### config.mk
export PLATFORM = sky130hd
export DESIGN_NAME = mul_seq
export DESIGN_NICKNAME = d
export VERILOG_FILES = /design/src/rtl/mul_seq.sv
export SDC_FILE = /design/constraint.sdc
export NUM_CORES = 1
export LEC_CHECK = 0
export CAP_MARGIN = 0
export CORE_ASPECT_RATIO = 1.2
export CORE_MARGIN = 2
export CORE_UTILIZATION = 48
export CTS_CLUSTER_DIAMETER = 50
export DETAILED_ROUTE_END_ITERATION = 6
export PLACE_DENSITY_LB_ADDON = 0.12
export REMOVE_ABC_BUFFERS = 1
export SETUP_SLACK_MARGIN = 0.5
export SLEW_MARGIN = 15
export SYNTH_ARGS = -nofsm -noshare
export SYNTH_HDL_FRONTEND = slang
export SYNTH_SLANG_ARGS = --single-unit
### constraint.sdc
create_clock -name clk -period 1.9 [get_ports clk]
set_clock_uncertainty 0.2 [all_clocks]
set_input_delay 0.38 -clock clk [delete_from_list [all_inputs] [get_ports clk]]
set_output_delay 0.38 -clock clk [all_outputs]
set_load 0.03 [all_outputs]
### src/rtl/mul_seq.sv
// mul_seq: sequential shift-and-add multiplier for sign-magnitude operands.
// One operand pair is taken per accepted start, and the result appears after
// a fixed MAG_W+1 cycle latency together with a one-cycle done pulse.
module mul_seq #(
  parameter int MAG_W = 2
) (
  input  logic               clk,
  input  logic               rst_n,
  input  logic               start,
  input  logic [MAG_W:0]     multiplicand,
  input  logic [MAG_W:0]     multiplier,
  output logic               busy,
  output logic               done,
  output logic [2*MAG_W:0]   product,
  output logic               zero
);

  localparam int CNT_W = $clog2(MAG_W + 1);

  typedef enum logic [1:0] {
    IDLE,
    RUN,
    DONE
  } state_t;

  state_t               state;
  logic [2*MAG_W-1:0]   acc;
  logic [2*MAG_W-1:0]   mcand;
  logic [MAG_W-1:0]     mplier;
  logic [CNT_W-1:0]     cnt;
  logic                 sign;
  logic [2*MAG_W-1:0]   acc_next;

  // Accumulator value after the current RUN step; the final step's value is
  // written straight into product so it is visible during the DONE cycle.
  always_comb begin
    acc_next = acc;
    if (mplier[0]) begin
      acc_next = acc + mcand;
    end
  end

  // Control FSM with datapath registers and registered outputs.
  always_ff @(posedge clk or negedge rst_n) begin
    if (!rst_n) begin
      state   <= IDLE;
      busy    <= 1'b0;
      done    <= 1'b0;
      product <= '0;
      zero    <= 1'b1;
      acc     <= '0;
      mcand   <= '0;
      mplier  <= '0;
      cnt     <= '0;
      sign    <= 1'b0;
    end else begin
      case (state)
        IDLE, DONE: begin
          done <= 1'b0;
          if (start) begin
            mcand  <= {{MAG_W{1'b0}}, multiplicand[MAG_W-1:0]};
            mplier <= multiplier[MAG_W-1:0];
            sign   <= multiplicand[MAG_W] ^ multiplier[MAG_W];
            acc    <= '0;
            cnt    <= CNT_W'(MAG_W);
            busy   <= 1'b1;
            state  <= RUN;
          end else begin
            busy  <= 1'b0;
            state <= IDLE;
          end
        end

        RUN: begin
          acc    <= acc_next;
          mcand  <= mcand << 1;
          mplier <= mplier >> 1;
          cnt    <= cnt - CNT_W'(1);
          if (cnt == CNT_W'(1)) begin
            product <= {sign & (acc_next != '0), acc_next};
            zero    <= (acc_next == '0);
            busy    <= 1'b0;
            done    <= 1'b1;
            state   <= DONE;
          end
        end

        default: begin
          busy  <= 1'b0;
          done  <= 1'b0;
          state <= IDLE;
        end
      endcase
    end
  end

endmodule

* Word level (Yosys, flattened, before mapping)
Index checks and enable logic that the tools add are counted.
** Word-level totals
- Register bits after elaboration :: 23
- Bits in latches :: 0
- RAM bits :: 0
- Bits in read-only memories :: 0
- Bits of input ports :: 9
- Output and inout bits :: 8
- Memories kept :: 0
** Cells by class
- Add/subtract/negate cells :: 2
- $mul :: 0
- Divide/modulo/power cells :: 0
- $lt $le $gt $ge :: 0
- Equal/unequal tests :: 5
- Shift-type cells :: 0
- Mux-type cells :: 17
- Bitwise logic cells :: 2
- Reductions and logical operators :: 8
** Operator list (number)
- $pmux 4 s2 :: 2
- $mux 4 :: 3
- $pmux 2 s2 :: 3
- $mux 2 :: 3
- $reduce_and 2->1 :: 3
- $mux 1 :: 5
- $add 4x4->4 :: 1
- $eq 2x1->1 const B :: 2
- $logic_not 4->1 :: 1
- $ne 2x2->1 const B :: 2
- $reduce_bool 4->1 :: 1
- $eq 2x2->1 const B :: 1
- $logic_not 2->1 :: 1
- $pmux 1 s2 :: 1
- $reduce_bool 2->1 :: 1
- $reduce_or 2->1 :: 1
- $sub 2x1->2 const B :: 1
- $and 1x1->1 :: 1
- $xor 1x1->1 :: 1

* Longest topological paths before layout
- Word-level depth :: 4
- Depth in mapped cells :: 8
- Gate-level depth less buffers :: 7

* Worst setup path before layout
No wires, ideal clock.
- Path kind :: reg-to-reg
- From :: register acc[0]
- To :: register zero
- Data arrival time :: 1.715 ns
- Path slack :: -0.077 ns
- Cell stages (with the launch flop) :: 7
- Buffers on the path :: 0
- Clock period less this slack :: 1.977 ns
- Cell sequence :: dfrtp_1 -> ha_1 -> fa_1 -> xor2_1 -> mux2i_1 -> nor3b_1 -> a32o_1
** On the way
- Word-level cells in the longest chain between the ends :: 3
** Ends and longest elaborated chain
- start: declaration :: RTL line 27 : logic [2*MAG_W-1:0] acc;
- start signal: assignment :: RTL line 75 : acc <= acc_next;
- $add 4x4->4 :: RTL line 39 : acc_next = acc + mcand;
- $mux 4 (*) :: RTL line 38 : if (mplier[0]) begin
- $logic_not 4->1 (*) :: RTL line 81 : zero <= (acc_next == '0);
- end signal: assignment :: RTL line 81
- end: declaration :: RTL line 15 : output logic zero
Mark *: on every way between the ends. The rest lies on a longest branch, timed or not.
A chain may end at the register's enable or synchronous reset.

* Worst setup path after layout
- From :: register mcand[2]
- To :: register zero
** On the way
- Word-level cells in the longest chain between the ends :: 3
** Ends and longest elaborated chain
- start: declaration :: RTL line 28 : logic [2*MAG_W-1:0] mcand;
- start signal: assignment :: RTL line 61 : mcand <= {{MAG_W{1'b0}}, multiplicand[MAG_W-1:0]};
- start signal: assignment :: RTL line 76 : mcand <= mcand << 1;
- $add 4x4->4 :: RTL line 39
- $mux 4 :: RTL line 38
- $logic_not 4->1 :: RTL line 81
No other way between the ends.

==> results.md <==
* First-pass GRT wire length at 4.22 mm
* Worst skew pair latency at 320 ps
* Tmin final at 1930 ps
* Largest net degree at the start of global routing at 28
* Hold Crit Class: primary input to asynchronous set/reset pin
* Synth Area in Simple Gates at 19.4%
* Max-cap check violation count at 0
* Num rows at 20
* Cell Pwr Density at 1560 nW/um^2
* Cell Area, Synth at 1230 sq um
* Routed via count at 1051
* Synth Warn # at 0
* I/O pin cnt at 17
* Gp weighted congestion at 0.746
* Global Route Usage Sum at 18.9%
* Initial core utilization at 49.3%
* Final period util at 101%
* VDD IR max at 0.886 mV
* Fill cell count at 199
* Clock root buffer: clkbuf_4
* Placed Area at 1490 sq um
* Critical path class: flop to flop
* Mux cell area share after synthesis at 10.1%
* Number of cells produced by synthesis at 126
* Die ar. at 3000 sq um
* Final setup vio count at 2
* Iter 0 DRT Violations at 21
* Critical Path AT at 2000 ps
* N_diodes at 0
* Most frequent cells in the layout: dfrtp_1 (20), buf_6 (15), buf_4 (14), nand2_1 (10)
* Slew Limit Fails at 0
* Xor/xnor share of the synthesized area at 2.13%
* Total CTS buffers at 3
* Fin. Hold Viols at 0
* Crit path required time at 1970 ps
* CTS max path bufs at 2
* Aggregate global routing overflow at 0
* Avg Cell Area, Syn at 9.80 sq um
* Final Non-Filler Cells at 195
* Initial antenna violation count at 0
* Dpl ws at -138 ps
* Crit. End Element: flop
* Final setup margin at -25.4 ps
* Total power at 2.75 mW
* Worst-Margin Slew at 284 ps
* Clock sinks at 22
* Failing checks: setup timing
* Die width at 50.3 microns
* Combinational family with the most area after synthesis: simple AND/OR/NAND/NOR gates
* WL/cell at 13.5 microns
* Placed cells at 180
* # port buffers at 16
* Worst hold margin at 203 ps
* Final Core Density at 70.7%
* Layout cells sized above 1 at 38.3%
* Rel. slew slack at 81.0%
* P_leak at 0.808 nW
* Pre-antenna DRT Iters at 4
* Clock-pin slew on the worst setup and hold paths at 140 ps
* Setup TNS at -38.1 ps
* Sequential area share after synthesis at 44.7%
* Synthesis-to-finish area growth at 43.3%
* Fmax at 519 MHz
* Via density at 5.39
* Most common cell after layout, fill and taps aside: dfrtp_1
* Design Area, Final at 1770 sq um
* Die Ht at 59.6 microns
* Max FO, Critical Path at 4
* Post-synthesis compound-gate area fraction at 13.6%
* Post-DRT Antenna Nets at 0
* Synth Area in Adders at 5.67%
* Final net count at 177
* Critical Path Start Type: flop
* DP HPWL at 1.76 mm
* Unrepaired setup endpoints after global routing: true
* Run status: finished, violations left
* CTS tree: built
* Htree depth at 1
* CORE AREA at 2500 sq um
* DRC viols at 0
* Vias in the first global route at 983
* Synth cell types at 33
* Yosys reg bits at 22
* Overall routed net length at 2.64 mm
final timing paths:
| check | slack [ps] | endpoint | start | cells after the start |
|---|---|---|---|---|
| min in group clk | 310 | sign | sign | 2 |
| max in group asynchronous | 1020 | zero | rst_n | 2 |
| hold reg to reg | 310 | sign | sign | 2 |
| setup reg to reg | -30 | zero | mcand[2] | 5 |
| hold / removal | 200 | state[0] | rst_n | 2 |
| setup / recovery | -30 | zero | mcand[2] | 5 |
per-layer routing:
metal	up-vias	wire length, microns	global-route usage, %
met5	-	0	0
met4	0	42	9.27
met3	4	57	2.27
met2	16	1400	33.3
met1	516	1130	22.8
li1	515	-	-
synthesized netlist by cell type (all sizes together):
cell type,instances,area share (%)
dfrtp,21,43
nand2,13,4.0
o21ai,12,4.9
mux2i,8,6.5
nand3,8,3.2
nand2b,7,3.5
a21oi,5,2.0
buf,5,2.3
ha,4,4.1
inv,4,1.2
mux2,4,3.6
nand3b,4,2.4
nor3b,4,2.4
clkbuf,3,0.91
nor2,3,0.91
a211o,2,1.5
a21o,2,1.2
a31oi,2,1.0
nand4,2,1.0
nor3,2,0.81
xnor2,2,1.4
a211oi,1,0.61
a21bo,1,0.81
a22o,1,0.71
a32o,1,0.81
dfstp,1,2.1
fa,1,1.6
nor2b,1,0.51
or2,1,0.51
xor2,1,0.71
flip-flops by register name, summed over array words and instances, names as in the netlist:
register  flops
busy          1
cnt           2
mplier        2
mcand         4
done          1
zero          1
state         1
product       5
acc           4
sign          1
where the power goes:
part           total, mW  internal [mW]  switching, mW  leakage, nW
clock              0.367          0.213          0.154       0.0279
sequential         0.849          0.663          0.187        0.279
combinational       1.54          0.815          0.720        0.502
total               2.75           1.69           1.06        0.808
repair_timing:
item	4_1_cts	5_1_grt
resized for setup	68	20
setup buffers	8	2
endpoints found under the setup margin	19	25
pin swaps	4	4
hold buffers	0	0
cloned	0	1
critical path: stages (launching register included):
cell and delay [ps]:
dfrtp_1 410, ha_1 340, nand3_1 160, a211o_1 340, a21o_1 180, a32o_1 250
layout make-up:
type | count | area [sq um] | area share [%]
sequential | 22 | 553 | 31.3
tap | 33 | 41.3 | 2.33
clock inverter | 1 | 30.0 | 1.70
inverter | 4 | 15.0 | 0.849
clock buffer | 3 | 22.5 | 1.27
multi-input combinational | 92 | 713 | 40.3
timing repair buffer | 40 | 394 | 22.3
cell families after synthesis:
group | Yosys count
compound gates | 27
fa+ha+maj | 5
xor+xnor | 3
flops | 22
simple gates | 45
buf+inv | 12
mux | 12
(Power assumes the default switching activity.)
